[config.mk]
export PLATFORM = sky130hd
export DESIGN_NAME = sbox_layer_seq
export DESIGN_NICKNAME = d
export VERILOG_FILES = /design/src/rtl/sbox_layer_seq.sv
export SDC_FILE = /design/constraint.sdc
export NUM_CORES = 1
export LEC_CHECK = 0
export ABC_CLOCK_PERIOD_IN_PS = 4900
export CAP_MARGIN = 20
export CORE_AREA = 2 2 250 252
export CTS_CLUSTER_DIAMETER = 200
export DETAILED_ROUTE_END_ITERATION = 8
export DIE_AREA = 0 0 252 254
export GPL_ROUTABILITY_DRIVEN = 0
export PLACE_DENSITY = 0.61
export RECOVER_POWER = 25
export SLEW_MARGIN = 20
export SYNTH_ARGS = -nofsm -noshare
export SYNTH_HDL_FRONTEND = slang
export SYNTH_SLANG_ARGS = --single-unit
[constraint.sdc]
create_clock -name clock_i -period 4.9 [get_ports clock_i]
set_input_delay 1.225 -clock clock_i [delete_from_list [all_inputs] [get_ports clock_i]]
set_output_delay 1.225 -clock clock_i [all_outputs]
set_load 0.1 [all_outputs]
[src/rtl/sbox_layer_seq.sv]
// ASCON substitution layer, NSBOX Sboxes time-multiplexed over 64 columns.
// Optional abort input when SBOX_SEQ_ABORT_EN is defined.

module Sbox (
    input  logic [4:0] Sbox_in_i,
    output logic [4:0] Sbox_out_o
);
    // Bitsliced ASCON chi-based Sbox; x0 is the MSB.
    logic [4:0] w_a;
    logic [4:0] w_b;

    assign w_a[0] = Sbox_in_i[4] ^ Sbox_in_i[0];
    assign w_a[1] = Sbox_in_i[3];
    assign w_a[2] = Sbox_in_i[2] ^ Sbox_in_i[3];
    assign w_a[3] = Sbox_in_i[1];
    assign w_a[4] = Sbox_in_i[0] ^ Sbox_in_i[1];

    assign w_b[0] = w_a[0] ^ (~w_a[1] & w_a[2]);
    assign w_b[1] = w_a[1] ^ (~w_a[2] & w_a[3]);
    assign w_b[2] = w_a[2] ^ (~w_a[3] & w_a[4]);
    assign w_b[3] = w_a[3] ^ (~w_a[4] & w_a[0]);
    assign w_b[4] = w_a[4] ^ (~w_a[0] & w_a[1]);

    assign Sbox_out_o[4] = w_b[0] ^ w_b[4];
    assign Sbox_out_o[3] = w_b[1] ^ w_b[0];
    assign Sbox_out_o[2] = ~w_b[2];
    assign Sbox_out_o[1] = w_b[3] ^ w_b[2];
    assign Sbox_out_o[0] = w_b[4];
endmodule

module sbox_layer_seq #(
    parameter int NSBOX = 4
) (
    input  logic         clock_i,
    input  logic         resetb_i,
    input  logic         start_i,
    input  logic [319:0] state_i,
`ifdef SBOX_SEQ_ABORT_EN
    input  logic         abort_i,
`endif
    output logic [319:0] state_o,
    output logic         busy_o,
    output logic         done_o
);
    localparam int NCOL = 64 / NSBOX;
    localparam int CW   = (NCOL > 1) ? $clog2(NCOL) : 1;
    localparam logic [CW-1:0] LAST = CW'(NCOL - 1);

    typedef enum logic [1:0] {IDLE, RUN, DONE} fsm_t;

    fsm_t          r_fsm;
    logic [CW-1:0] r_cnt;
    logic [319:0]  r_state;
    logic          r_busy;
    logic          r_done;

    logic [5:0]    w_col  [NSBOX];
    logic [4:0]    w_sin  [NSBOX];
    logic [4:0]    w_sout [NSBOX];
    logic [319:0]  w_next;

    // Bit j of xi lives at index {4-i, j} of the packed state.
    always_comb begin
        for (int k = 0; k < NSBOX; k++) begin
            w_col[k] = 6'(int'(r_cnt) * NSBOX + k);
            w_sin[k] = {r_state[{3'd4, w_col[k]}],
                        r_state[{3'd3, w_col[k]}],
                        r_state[{3'd2, w_col[k]}],
                        r_state[{3'd1, w_col[k]}],
                        r_state[{3'd0, w_col[k]}]};
        end
    end

    for (genvar g = 0; g < NSBOX; g++) begin : g_sbox
        Sbox u_sbox (
            .Sbox_in_i  (w_sin[g]),
            .Sbox_out_o (w_sout[g])
        );
    end

    always_comb begin
        w_next = r_state;
        for (int k = 0; k < NSBOX; k++) begin
            {w_next[{3'd4, w_col[k]}],
             w_next[{3'd3, w_col[k]}],
             w_next[{3'd2, w_col[k]}],
             w_next[{3'd1, w_col[k]}],
             w_next[{3'd0, w_col[k]}]} = w_sout[k];
        end
    end

    always_ff @(posedge clock_i or negedge resetb_i) begin
        if (!resetb_i) begin
            r_fsm   <= IDLE;
            r_cnt   <= '0;
            r_state <= '0;
            r_busy  <= 1'b0;
            r_done  <= 1'b0;
        end else begin
            unique case (r_fsm)
                IDLE: begin
                    if (start_i) begin
                        r_state <= state_i;
                        r_cnt   <= '0;
                        r_fsm   <= RUN;
                        r_busy  <= 1'b1;
                    end
                end
                RUN: begin
`ifdef SBOX_SEQ_ABORT_EN
                    if (abort_i) begin
                        r_fsm  <= IDLE;
                        r_cnt  <= '0;
                        r_busy <= 1'b0;
                    end else
`endif
                    begin
                        r_state <= w_next;
                        if (r_cnt == LAST) begin
                            r_fsm  <= DONE;
                            r_done <= 1'b1;
                        end else begin
                            r_cnt <= r_cnt + CW'(1);
                        end
                    end
                end
                DONE: begin
                    r_fsm  <= IDLE;
                    r_done <= 1'b0;
                    r_busy <= 1'b0;
                end
                default: begin
                    r_fsm  <= IDLE;
                    r_done <= 1'b0;
                    r_busy <= 1'b0;
                end
            endcase
        end
    end

    assign state_o = r_state;
    assign busy_o  = r_busy;
    assign done_o  = r_done;
endmodule

# After elaboration in Yosys (flattened, before gate mapping)
# Index checks and enable logic that the tools add are counted.
[classes]
n_addsub = 4
n_mul = 0
div_mod_pow = 0
magnitude_cmp = 40
n_eq_ne = 5
shifts = 0
muxes = 112
bitwise_logic = 90
n_reduce_logical = 27
[op_table]
columns = ["op", "count"]
rows = [
  ["bitwise mux 320 bit", 20],
  ["one-hot mux 320 bit (2 select lines)", 1],
  ["2-to-1 mux 320 bit", 1],
  ["binary-select mux 1 bit (select 6 bit)", 15],
  ["demux 1 bit (select 6 bit)", 15],
  ["< comparator 8 x 10 -> 1 bit, second input constant", 8],
  [">= comparator 8 x 1 -> 1 bit, second input constant", 8],
  ["bitwise XOR 1 bit", 44],
  ["2-to-1 mux 1 bit", 42],
  ["< comparator 6 x 10 -> 1 bit, second input constant", 4],
  ["< comparator 7 x 10 -> 1 bit, second input constant", 4],
  ["< comparator 9 x 10 -> 1 bit, second input constant", 4],
  [">= comparator 9 x 1 -> 1 bit, second input constant", 4],
  [">= comparator 7 x 1 -> 1 bit, second input constant", 4],
  ["NOT 1 bit", 26],
  [">= comparator 6 x 1 -> 1 bit, second input constant", 4],
  ["AND 1 bit", 20],
  ["binary-select mux 1 bit (select 4 bit)", 5],
  ["demux 1 bit (select 4 bit)", 5],
  ["logical AND 1 bit", 20],
  ["adder 6 x 2 -> 6 bit, second input constant", 2],
  ["2-to-1 mux 4 bit", 2],
  ["one-hot mux 4 bit (2 select lines)", 1],
  ["AND reduction 2 bit", 4],
  ["11 further kinds", 15],
]
[word_totals]
regBits = 328
latchBits = 0
ramBits = 0
rom_bits = 0
inputBits = 323
out_inout_bits = 322
wordCells = 283
memories = 0

# Depth between registers and ports, before layout
# Gate-level depths: netlist of the first run.
[depth]
depth_word = 28
depth_mapped = 14
mapped_depth_nobuf = 10

# Hierarchy
# Synthesis of the first run repeated with hierarchy kept, for this count alone.
[hier_totals]
hier_cells = 1488
area_unflattened_um2 = 19406.1
[modules_own_cells]
columns = ["mod", "n_inst", "cells_per_inst", "area_each_um2", "seq_area_each_um2"]
rows = [
  ["sbox_layer_seq", 1, 1416, 18875.6, 8207.9],
  ["Sbox", 4, 18, 132.6, 0.0],
]

# Worst setup path after synthesis of the first run
# No wires, ideal clock.
[synth_path]
path_kind = "reg2reg"
start = "register r_cnt[0]"
end = "register r_state[107] (netlist: state_o[107])"
setup_time_ns = 0.082
t_arrival_ns = 4.199
required_time_ns = 4.818
slack_ns = 0.620
path_stages_with_launch = 15
n_path_buf = 6
synth_period_minus_slack_ns = 4.280
path_cell_list = "dfrtp_1 -> buf_6 -> buf_6 -> buf_6 -> buf_6 -> buf_1 -> mux4_2 -> mux4_2 -> ha_1 -> xor2_1 -> xnor2_1 -> xnor2_1 -> buf_2 -> nor2_1 -> a31oi_1"
[synth_via]
elab_chain_len = 28
elab_cells_between_ends = 167
classes_between = "3 x add/sub; 6 x order compare; 67 x mux; 88 x bitwise; 3 x reduce/logical"
[synth_rtl]
columns = ["item", "line", "rtl"]
rows = [
  ["from (decl)", "52", "logic [CW-1:0] r_cnt;"],
  ["from (signal assigned)", "123", "r_cnt <= r_cnt + CW'(1);"],
  ["branches (longest 26 deep; another with adder 6 x 1 -> 6 bit)", "n/a", ""],
  ["bitwise mux 320 bit *", "84", "{w_next[{3'd4, w_col[k]}],"],
  ["one-hot mux 320 bit (2 select lines) *", "100", "unique case (r_fsm)"],
  ["to (signal assigned)", "103", "r_state <= state_i;"],
  ["to (signal assigned)", "118", "r_state <= w_next;"],
  ["to (decl)", "53", "logic [319:0] r_state;"],
]
# Mark *: on every way between the ends. The select of a mux whose other input is x is not followed.
# A chain may end at the register's enable or synchronous reset.

# Worst setup path after layout of the first run
[layout_path]
start = "register r_cnt[1]"
end = "register r_state[49] (netlist: state_o[49])"
# Same word-level chain as after synthesis.

==> qor.csv, run 1 <==
stage,metric,value,unit
status,status,"finished, violations left",
status,violations,"capacitance limit, slew limit",
drt,drc,0,
timing,max_freq,239.4,MHz
floorplan,ios,645,
setup_path,cp_max_fo,49,
cells_and_area,fin_area,27000,µm²
setup_path,crit_family,XOR/XNOR gates,
cells_and_area,nNetsFinal,2826,
clock_network,cts.clk_slew.worst_paths,60,ps
worst_hold_path,min_from,done_o,
timing,maxSlewHeadroom,-118.7,%
clock_network,cts_tree,yes,
clock_network,h-tree-depth,2,
timing,fin_tns_setup,0,ps
cells_and_area,syn2layout_area_growth,46.52,%
setup_path,crit_top_cell,buf_4,
timing,period_share,85.24,%
setup_path,critical_path.max_stage_delay,990,ps
cells_and_area,drive_above_1_share,10.50,%
setup_path,crit_chain,buf_4 > mux4_2 > a22o_1 > a221oi_4 > xnor2_2 > nor2_2 > xor2_2 > buf_4 > a21oi_2,
setup_path,required,5320,ps
global_route,grt_overflow,0,
timing,setup_viol,0,
yosys,ys_seq_area_share,44.54,%
global_route,antenna_found_initial,8,
clock_network,cts.hold.buffers_added,0,
setup_path,cp-startpoint,r_cnt[1],
yosys,syn_nets,2255,
drt,firstDrtPassIters,5,
clock_network,cts_resized,0,
yosys,ys.flop_type,dfrtp_1,
floorplan,die_h,254,µm
worst_hold_path,hp-class,reg -> reg,
global_route,grt_pass1_wl,130.4,mm
global_route,track_usage,27.71,%
setup_path,worstPathArrival,4600,ps
global_route,grt_max_degree,140,
timing,layout_min_cycle_time,4177,ps
floorplan,rows,91,
setup_path,rr_startpoint,r_cnt[1],
placed_design,port_buffers,644,
clock_network,cts.sinks,328,
setup_path,critPathKind,reg -> reg,
timing,finalHoldViolCount,0,
yosys,synthesis.instances,1920,
placed_design,post-dp-hpwl,67.05,mm
global_route,grt_pass1_vias,18963,
clock_network,clk-insertion-delay-late,570,ps
floorplan,start_util,30.08,%
drt,drtIter0Drc,1850,
clock_network,clockBufferDepth,3,
placed_design,place_area,25810,µm²
timing,rsz0062_at_grt,false,
setup_path,critPathLaunchType,flop,
floorplan,die_x,252,µm
timing,drv_slew,115,
drt,drt-total-wl,91.42,mm
setup_path,cp_num_buf_inv,2,
drt,routedWlPerCell,27.64,µm
yosys,synth.distinct_cells,44,
timing,worst_pin_slew,3280,ps
drt,avgViaCountPerCell,5.742,
floorplan,core_region_area,61260,µm²
setup_path,critical_path.slowest_cell,dfrtp_4,
clock_network,clock_tree.root_cell,clkbuf_16,
timing,clock-skew-final,22.34,ps
run,drv_cap,1,
floorplan,design.die.area,64010,µm²
yosys,synth_enable_flop_cells,0,
yosys,synth_area_per_cell,9.597,µm²
drt,ant_nets,0,
yosys,synth.cell_area,18430,µm²
clock_network,numCtsBuffers,39,
yosys,yosysWarnings,0,
drt,vias,18995,
yosys,async_reset_ff_share,100.0,%
yosys,ys_ff_latch,328,
setup_path,cp-end-kind,flop,
clock_network,post_cts_buffers,0,
registers in the layout, indices dropped and copies added (netlist names):
name	flops
state_o	320
r_cnt	4
r_fsm	2
busy_o	1
done_o	1
stage by stage:
stage | hold WS, ps | worst slack, ps | utilization [%] | instances
after floorplan | 489.4 | 619.5 | - | 1920
after global placement | 515.0 | 848.3 | 42.12 | 3239
after detailed placement | 533.2 | 769.7 | 42.13 | 3239
after CTS | 542.5 | 760.6 | 44.03 | 3303
after global routing | 586.4 | 520.8 | 44.07 | 3308
final | 542.1 | 723.4 | 44.07 | 3308
cell usage in the layout (no fill, tap or decap), types with 18 or more instances in the layout:
| cell type | count |
|---|---|
| clkdlybuf4s50_1 | 642 |
| clkbuf_16 | 39 |
| nor2_1 | 209 |
| nor2_2 | 18 |
| dfrtp_1 | 324 |
| and3_1 | 109 |
| mux4_1 | 25 |
| a21oi_1 | 233 |
| nand2_1 | 203 |
| o21ai_0 | 66 |
| a211oi_1 | 148 |
| mux4_2 | 68 |
| a31oi_1 | 82 |
| buf_4 | 54 |
| nand3_1 | 107 |
cells in the mapped netlist (2+ instances only):
| cell | number | area share [%] |
|---|---|---|
| a211oi_2 | 6 | 0.41 |
| xnor2_2 | 4 | 0.35 |
| buf_6 | 9 | 0.55 |
| nor2b_1 | 3 | 0.10 |
| buf_12 | 2 | 0.22 |
| a22oi_1 | 8 | 0.33 |
| nor3_1 | 17 | 0.46 |
| a21oi_2 | 14 | 0.67 |
| mux2_2 | 2 | 0.12 |
| nor2_1 | 220 | 4.5 |
| nor2_2 | 10 | 0.34 |
| o21ai_1 | 7 | 0.19 |
| dfrtp_1 | 328 | 45 |
| mux2i_1 | 3 | 0.16 |
| nand2b_1 | 3 | 0.10 |
| xnor2_1 | 18 | 0.86 |
| mux4_2 | 68 | 8.3 |
| a31oi_2 | 2 | 0.14 |
| o21ai_0 | 66 | 1.8 |
| a31oi_1 | 82 | 2.8 |
| nand2_1 | 204 | 4.2 |
| buf_2 | 15 | 0.41 |
| inv_1 | 12 | 0.24 |
| xor2_2 | 3 | 0.26 |
| nand3_1 | 107 | 2.9 |
| xnor3_2 | 2 | 0.26 |
| xor2_1 | 14 | 0.67 |
| a21oi_1 | 233 | 6.3 |
| buf_4 | 6 | 0.24 |
| buf_1 | 8 | 0.16 |
| ha_1 | 12 | 0.81 |
| a211oi_1 | 148 | 6.0 |
| mux4_1 | 25 | 3.6 |
| clkbuf_1 | 141 | 2.9 |
| and3_1 | 109 | 3.7 |
area by class of cell:
cell class / count / area, µm²
clock inverter: 6 / 40.04
timing repair buffer: 712 / 7082
clock buffer: 58 / 1127
antenna: 4 / 10.01
multi-input combinational: 1398 / 9488
tap: 790 / 988.4
inverter: 12 / 45.04
fill: 5826 / 34260
sequential: 328 / 8218
routing by layer:
| metal | wire length, µm | up-vias | track usage (%) |
|---|---|---|---|
| met1 | 34780 | 9373 | 34.54 |
| met4 | 4001 | 6 | 11.83 |
| met2 | 44240 | 1179 | 45.95 |
| li1 | - | 8209 | - |
| met5 | 48 | - | 0 |
| met3 | 8360 | 228 | 6.627 |
tightest hold or removal path, cell delays in order (launching register included):
cell	delay (ps)
dfrtp_1	390
inv_1	50
o21ai_0	60
logic make-up (layout without fill, tap and decap cells):
group	after synthesis	in the layout	share of synthesized area [%]
xor gates and xnor gates	41	41	2.397
DFF	328	328	44.54
other	0	4	0
buffers and inverters	194	788	4.726
and+or+nand+nor	677	677	16.41
muxes	98	98	12.16
AOI/OAI and AO/OA	569	569	18.89
adders and majority gates	13	13	0.8759
path summary, 6_finish.rpt:
kind	cells past startpoint	to	slack, ps
worst min-delay path	2	done_o	540
worst max register to register	9	state_o[49]	720
min in group asynchronous	1	state_o[167]	1730
max in group asynchronous	2	state_o[172]	1110
worst max-delay path	9	state_o[49]	720
worst min register to register	2	done_o	540
Power of run 1 is left out: the tool's default activity adds up to more than one toggle a clock period on the data nets, which glitch-free logic cannot reach.
==> run 2, diff against run 1 <==
--- a/config.mk
+++ b/config.mk
@@ -6,7 +6,6 @@
 export NUM_CORES = 1
 export LEC_CHECK = 0
 export ABC_CLOCK_PERIOD_IN_PS = 4900
-export CAP_MARGIN = 20
 export CORE_AREA = 2 2 250 252
 export CTS_CLUSTER_DIAMETER = 200
 export DETAILED_ROUTE_END_ITERATION = 8
==> qor.csv, run 2 (synthesized netlist as in run 1, its figures left out) <==
stage,metric,value,unit,change
clock_network,clock_tree.root_cell,clkbuf_16,,
setup_path,r2r_setup_slack,700,ps,-30 ps
drt,firstDrtPassIters,7,,+2
clock_network,cts.sinks,328,,unchanged
drt,avgViaCountPerCell,5.728,,-0.25%
floorplan,die_x,252,µm,unchanged
drt,ant_nets,0,,unchanged
setup_path,cp-end-kind,flop,,
setup_path,critPathLaunchType,flop,,
timing,rsz0062_at_grt,false,,
clock_network,cts_tree,yes,,
clock_network,clk-insertion-delay-late,570,ps,about the same
global_route,grt_max_degree,140,,unchanged
worst_hold_path,min_path_cells,2,,unchanged
cells_and_area,fillCellCount,5825,,-0.017%
drt,drtIter0Drc,1877,,+1.5%
clock_network,cts_resized,0,,unchanged
cells_and_area,fin_cells,3308,,unchanged
setup_path,required,5320,ps,about the same
cells_and_area,drive_above_1_share,10.47,%,-0.036 points
drt,routedWlPerCell,27.68,µm,+0.14%
worst_hold_path,min_to,done_o,,
run,drv_cap,1,,unchanged
clock_network,cts.clk_slew.worst_paths,60,ps,about the same
floorplan,start_util,30.08,%,unchanged
global_route,grt_pass1_vias,18963,,unchanged
timing,clock-skew-final,23.37,ps,+1.036 ps
placed_design,place_inst,3239,,unchanged
worst_hold_path,hp-class,reg -> reg,,
setup_path,rr_startpoint,r_cnt[1],,
setup_path,r2r_cells,9,,unchanged
cells_and_area,nNetsFinal,2825,,-0.035%
clock_network,h-tree-depth,2,,unchanged
timing,maxSlewHeadroom,-119.1,%,-0.46 points
clock_network,post_cts_buffers,0,,unchanged
setup_path,cp_max_fo,49,,unchanged
setup_path,critPathKind,reg -> reg,,
placed_design,port_buffers,644,,unchanged
timing,period_share,85.76,%,+0.52 points
floorplan,design.die.area,64010,µm²,unchanged
timing,fin_tns_setup,0,ps,unchanged
global_route,grt_pass1_wl,130.4,mm,unchanged
clock_network,clockBufferDepth,3,,unchanged
timing,max_freq,238.0,MHz,-0.61%
timing,worst_pin_slew,3287,ps,+6.960 ps
clock_network,cts.hold.buffers_added,0,,unchanged
worst_hold_path,min_from,done_o,,
setup_path,worstPathArrival,4620,ps,+20 ps
global_route,antenna_found_initial,8,,unchanged
cells_and_area,layout_commonest_cell,clkdlybuf4s50_1,,
drt,vias,18948,,-0.25%
placed_design,post-dp-hpwl,67.05,mm,unchanged
floorplan,die_h,254,µm,unchanged
drt,drt-total-wl,91.55,mm,+0.14%
timing,setup_viol,0,,unchanged
status,violations,"capacitance limit, slew limit",,
timing,drv_slew,115,,unchanged
cells_and_area,largest_reg_flops,320,,unchanged
setup_path,r2r_end,state_o[49],,
cells_and_area,syn2layout_area_growth,46.47,%,about the same
floorplan,ios,645,,unchanged
status,status,"finished, violations left",,
global_route,grt_overflow,0,,unchanged
cells_and_area,layout_common_cells,"clkdlybuf4s50_1, dfrtp_1, a21oi_1",,
clock_network,numCtsBuffers,39,,unchanged
timing,layout_min_cycle_time,4202,ps,+25.67 ps
floorplan,core_region_area,61260,µm²,unchanged
global_route,track_usage,27.71,%,unchanged
drt,drc,0,,unchanged
timing,finalHoldViolCount,0,,unchanged
floorplan,rows,91,,unchanged
run 2: how the worst max path moves through the flow:
stage                  start           end  cells after the start
global placement    r_cnt[1]  state_o[274]                      7
floorplan           r_cnt[0]  state_o[107]                     14
detailed placement  r_cnt[1]  state_o[318]                      7
global route        resetb_i  state_o[172]                      2
finish              r_cnt[1]   state_o[49]                      9
CTS                 r_cnt[1]  state_o[294]                      7
run 2: per-stage QoR:
stage               instance area, µm²  worst slack (ps)  utilization, %  hold slack [ps]
finish                           26990             697.7           44.06            544.0
global route                     26990             520.8           44.06            586.4
CTS                              26970             760.6           44.03            542.5
detailed placement               25810             769.7           42.13            533.2
global placement                 25800             848.3           42.12            515.0
floorplan                        18430             619.5               -            489.4
run 2: critical path, cell delays in order, from the launching register on:
cell and delay, ps:
dfrtp_4 980, buf_4 420, mux4_2 410, a22o_1 310
a221oi_4 280, xnor2_2 180, nor2_2 150, xor2_2 900
buf_4 300, a21oi_2 70
run 2: layer usage:
metal,vias up,GRT usage [%],routed length (µm)
met5,-,0,48
met1,9367,34.54,35000
met4,6,11.83,3973
li1,8204,-,-
met3,226,6.627,8165
met2,1145,45.95,44360
run 2: final cells by class:
type	count	area [µm²]	share of cell area, %
clock buffer	58	1127	4.177
multi-input combinational	1398	9488	35.15
tap	790	988.4	3.662
inverter	12	45.04	0.1669
sequential	328	8218	30.45
clock inverter	6	40.04	0.1483
timing repair buffer	711	7071	26.20
antenna	5	12.51	0.04636
Power of run 2 is left out for the same reason.
==> run 3, diff against run 2 <==
--- a/config.mk
+++ b/config.mk
@@ -6,14 +6,15 @@
 export NUM_CORES = 1
 export LEC_CHECK = 0
 export ABC_CLOCK_PERIOD_IN_PS = 4900
-export CORE_AREA = 2 2 250 252
+export CORE_AREA = 2 2 249 251
 export CTS_CLUSTER_DIAMETER = 200
 export DETAILED_ROUTE_END_ITERATION = 8
-export DIE_AREA = 0 0 252 254
+export DIE_AREA = 0 0 251 253
 export GPL_ROUTABILITY_DRIVEN = 0
-export PLACE_DENSITY = 0.61
+export PLACE_DENSITY = 0.63
 export RECOVER_POWER = 25
 export SLEW_MARGIN = 20
 export SYNTH_ARGS = -nofsm -noshare
 export SYNTH_HDL_FRONTEND = slang
+export SYNTH_HIERARCHICAL = 1
 export SYNTH_SLANG_ARGS = --single-unit
==> qor.csv, run 3 <==
stage,metric,value,unit,change
status,status,"finished, violations left",,
status,violations,"capacitance limit, slew limit",,
setup_path,critical_path.max_stage_delay,920,ps,-60 ps
yosys,synth.area.top_cells,"dfrtp_1, mux2_2, a22o_1",,
drt,ant_nets,0,,unchanged
timing,fin_tns_setup,0,ps,unchanged
yosys,yosys.area.top_type,dfrtp_1,,
timing,maxSlewHeadroom,-126.8,%,-7.7 points
timing,max_freq,232.2,MHz,-2.4%
timing,period_share,87.91,%,+2.1 points
setup_path,path_depth,12,,+3
setup_path,cp-startpoint,r_cnt[0],,
setup_path,worstPathArrival,4820,ps,+200 ps
setup_path,critPathLaunchType,flop,,
setup_path,required,5410,ps,+90 ps
global_route,grt_overflow,0,,unchanged
setup_path,critical_path.slowest_cell,and3b_1,,
setup_path,crit_path_end,state_o[285],,
setup_path,r2r_cells,12,,+3
cells_and_area,largest_reg_flops,320,,unchanged
clock_network,cts.hold.buffers_added,0,,unchanged
timing,finalHoldViolCount,0,,unchanged
clock_network,clockBufferDepth,3,,unchanged
floorplan,design.die.area,63500,µm²,-0.79%
placed_design,place_inst,2808,,-13%
timing,rsz0062_at_grt,false,,
clock_network,numCtsBuffers,43,,+10%
yosys,synth_commonest_cells,"dfrtp_1, a22o_1, mux2_2",,
yosys,ys_seq_area_share,42.30,%,-2.2 points
timing,drv_slew,52,,-55%
drt,drc,0,,unchanged
global_route,grt_pass1_vias,17435,,-8.1%
clock_network,h-tree-depth,2,,unchanged
cells_and_area,fin_cells,2893,,-13%
timing,layout_min_cycle_time,4307,ps,+105.1 ps
drt,vias,16973,,-10%
floorplan,core_region_area,61030,µm²,-0.37%
global_route,track_usage,28.56,%,+0.85 points
cells_and_area,final_util,45.70,%,+1.6 points
setup_path,cp_max_fo,24,,-51%
global_route,grt_pass1_wl,130.9,mm,+0.39%
timing,setup_slack,592.6,ps,-105.1 ps
clock_network,cts_tree,yes,,
yosys,synth.distinct_cells,41,,-6.8%
cells_and_area,syn2layout_area_growth,43.71,%,
yosys,async_reset_ff_share,100.0,%,unchanged
yosys,synth_enable_flop_cells,0,,unchanged
floorplan,rows,91,,unchanged
setup_path,cp_num_buf_inv,3,,+1
placed_design,post-dp-hpwl,66.78,mm,-0.40%
drt,firstDrtPassIters,5,,-2
floorplan,start_util,31.80,%,+1.7 points
clock_network,post_cts_buffers,0,,unchanged
timing,setup_viol,0,,unchanged
setup_path,cp-end-kind,flop,,
setup_path,critPathKind,reg -> reg,,
floorplan,die_h,253,µm,-0.39%
timing,clock-skew-final,20.33,ps,-3.043 ps
clock_network,cts_resized,0,,unchanged
clock_network,cts.sinks,328,,unchanged
floorplan,die_x,251,µm,-0.40%
clock_network,clk-insertion-delay-late,580,ps,about the same
clock_network,clock_tree.root_cell,clkbuf_16,,
yosys,synth.cell_area,19410,µm²,+5.3%
yosys,syn_nets,1823,,-19%
global_route,grt_max_degree,122,,-13%
yosys,synth_area_per_cell,13.04,µm²,+36%
setup_path,crit_top_cell,xnor2_1,,
cells_and_area,drive_above_1_share,26.00,%,+16 points
cells_and_area,layout_common_cells,"clkdlybuf4s50_1, dfrtp_1, a22o_1",,
yosys,yosysWarnings,6,,+6
placed_design,place_ws,608.7,ps,-161.0 ps
yosys,ys.flop_type,dfrtp_1,,
placed_design,port_buffers,644,,unchanged
floorplan,ios,645,,unchanged
run,drv_cap,1,,unchanged
drt,drt-total-wl,93.71,mm,+2.4%
drt,routedWlPerCell,32.39,µm,+17%
setup_path,rr_startpoint,r_cnt[0],,
yosys,ys_ff_latch,328,,unchanged
setup_path,crit_chain,buf_12 > mux4_2 > a22oi_1 > nand2_1 > inv_1 > ha_1 > xnor2_1 > xnor2_1 > and3b_1 > buf_4 > a22o_1 > mux2_2,,
setup_path,crit_family,simple AND/OR/NAND/NOR gates,,
cells_and_area,nNetsFinal,2400,,-15%
global_route,antenna_found_initial,13,,+5
setup_path,r2r_end,state_o[285],,
yosys,synthesis.instances,1488,,-23%
yosys,post-synth-top-count-cell,dfrtp_1,,
drt,avgViaCountPerCell,5.867,,+2.4%
yosys,synth.top_cell.area_share,42.30,%,-2.2 points
worst_hold_path,hp-class,reg -> reg,,
timing,worst_pin_slew,3402,ps,+115.1 ps
setup_path,r2r_setup_slack,590,ps,-110 ps
cells_and_area,layout_commonest_cell,clkdlybuf4s50_1,,
drt,drtIter0Drc,1202,,-36%
clock_network,cts.clk_slew.worst_paths,70,ps,about the same
[run 3: area by class of cell]
class / instances / area, µm²
Fill cell: 5547 / 33140
Multi-Input combinational cell: 937 / 10020
Sequential cell: 328 / 8217
Timing Repair Buffer: 719 / 7159
Clock buffer: 65 / 1229
Tap cell: 790 / 988.4
Inverter: 36 / 135.1
Clock inverter: 11 / 122.6
Antenna cell: 7 / 17.52
[run 3: worst min-delay path by stage]
stage,from,cells after the start,endpoint,slack (ps)
2_1_floorplan,r_cnt[2],4,r_cnt[2],770
3_5_place_dp,done_o,2,done_o,500
5_1_grt,state_o[258],1,state_o[258],540
6_report,done_o,2,done_o,530
3_3_place_gp,done_o,2,done_o,490
4_1_cts,done_o,2,done_o,530
[run 3: logic make-up (layout without fill, tap and decap cells)]
family / Yosys count / in the layout / share of synthesized area, %
mux: 381 / 381 / 27.90
buf+inv: 223 / 831 / 6.641
flops: 328 / 328 / 42.30
fa+ha+maj: 16 / 16 / 0.9800
other cells: 0 / 7 / 0
simple gates: 101 / 101 / 3.411
xor+xnor: 32 / 32 / 1.444
compound gates: 407 / 407 / 17.32
[run 3: per-stage QoR]
| step | hold WS (ps) | cell area [µm²] |
|---|---|---|
| 2_1_floorplan | 769.8 | 19410 |
| 5_1_grt | 543.5 | 27880 |
| 4_1_cts | 527.2 | 27840 |
| 3_3_place_gp | 489.3 | 26490 |
| 3_5_place_dp | 497.3 | 26490 |
| 6_report | 525.0 | 27890 |
[run 3: worst reg2reg max path: stages (launching register included)]
cell and delay (ps):
dfrtp_4 540, buf_12 240, mux4_2 660, a22oi_1 380, nand2_1 180, inv_1 100, ha_1 270, xnor2_1 160
xnor2_1 230, and3b_1 920, buf_4 280, a22o_1 140, mux2_2 140
[run 3: layer usage]
layer	vias up	part of all wire [%]	wire, µm	track usage (%)
met3	200	8.7	8159	7.381
met2	904	46	43330	45.31
li1	6940	-	-	-
met1	8921	41	38120	37.42
met5	-	0.058	54	0
met4	8	4.3	4038	10.95
Power of run 3 is left out for the same reason.
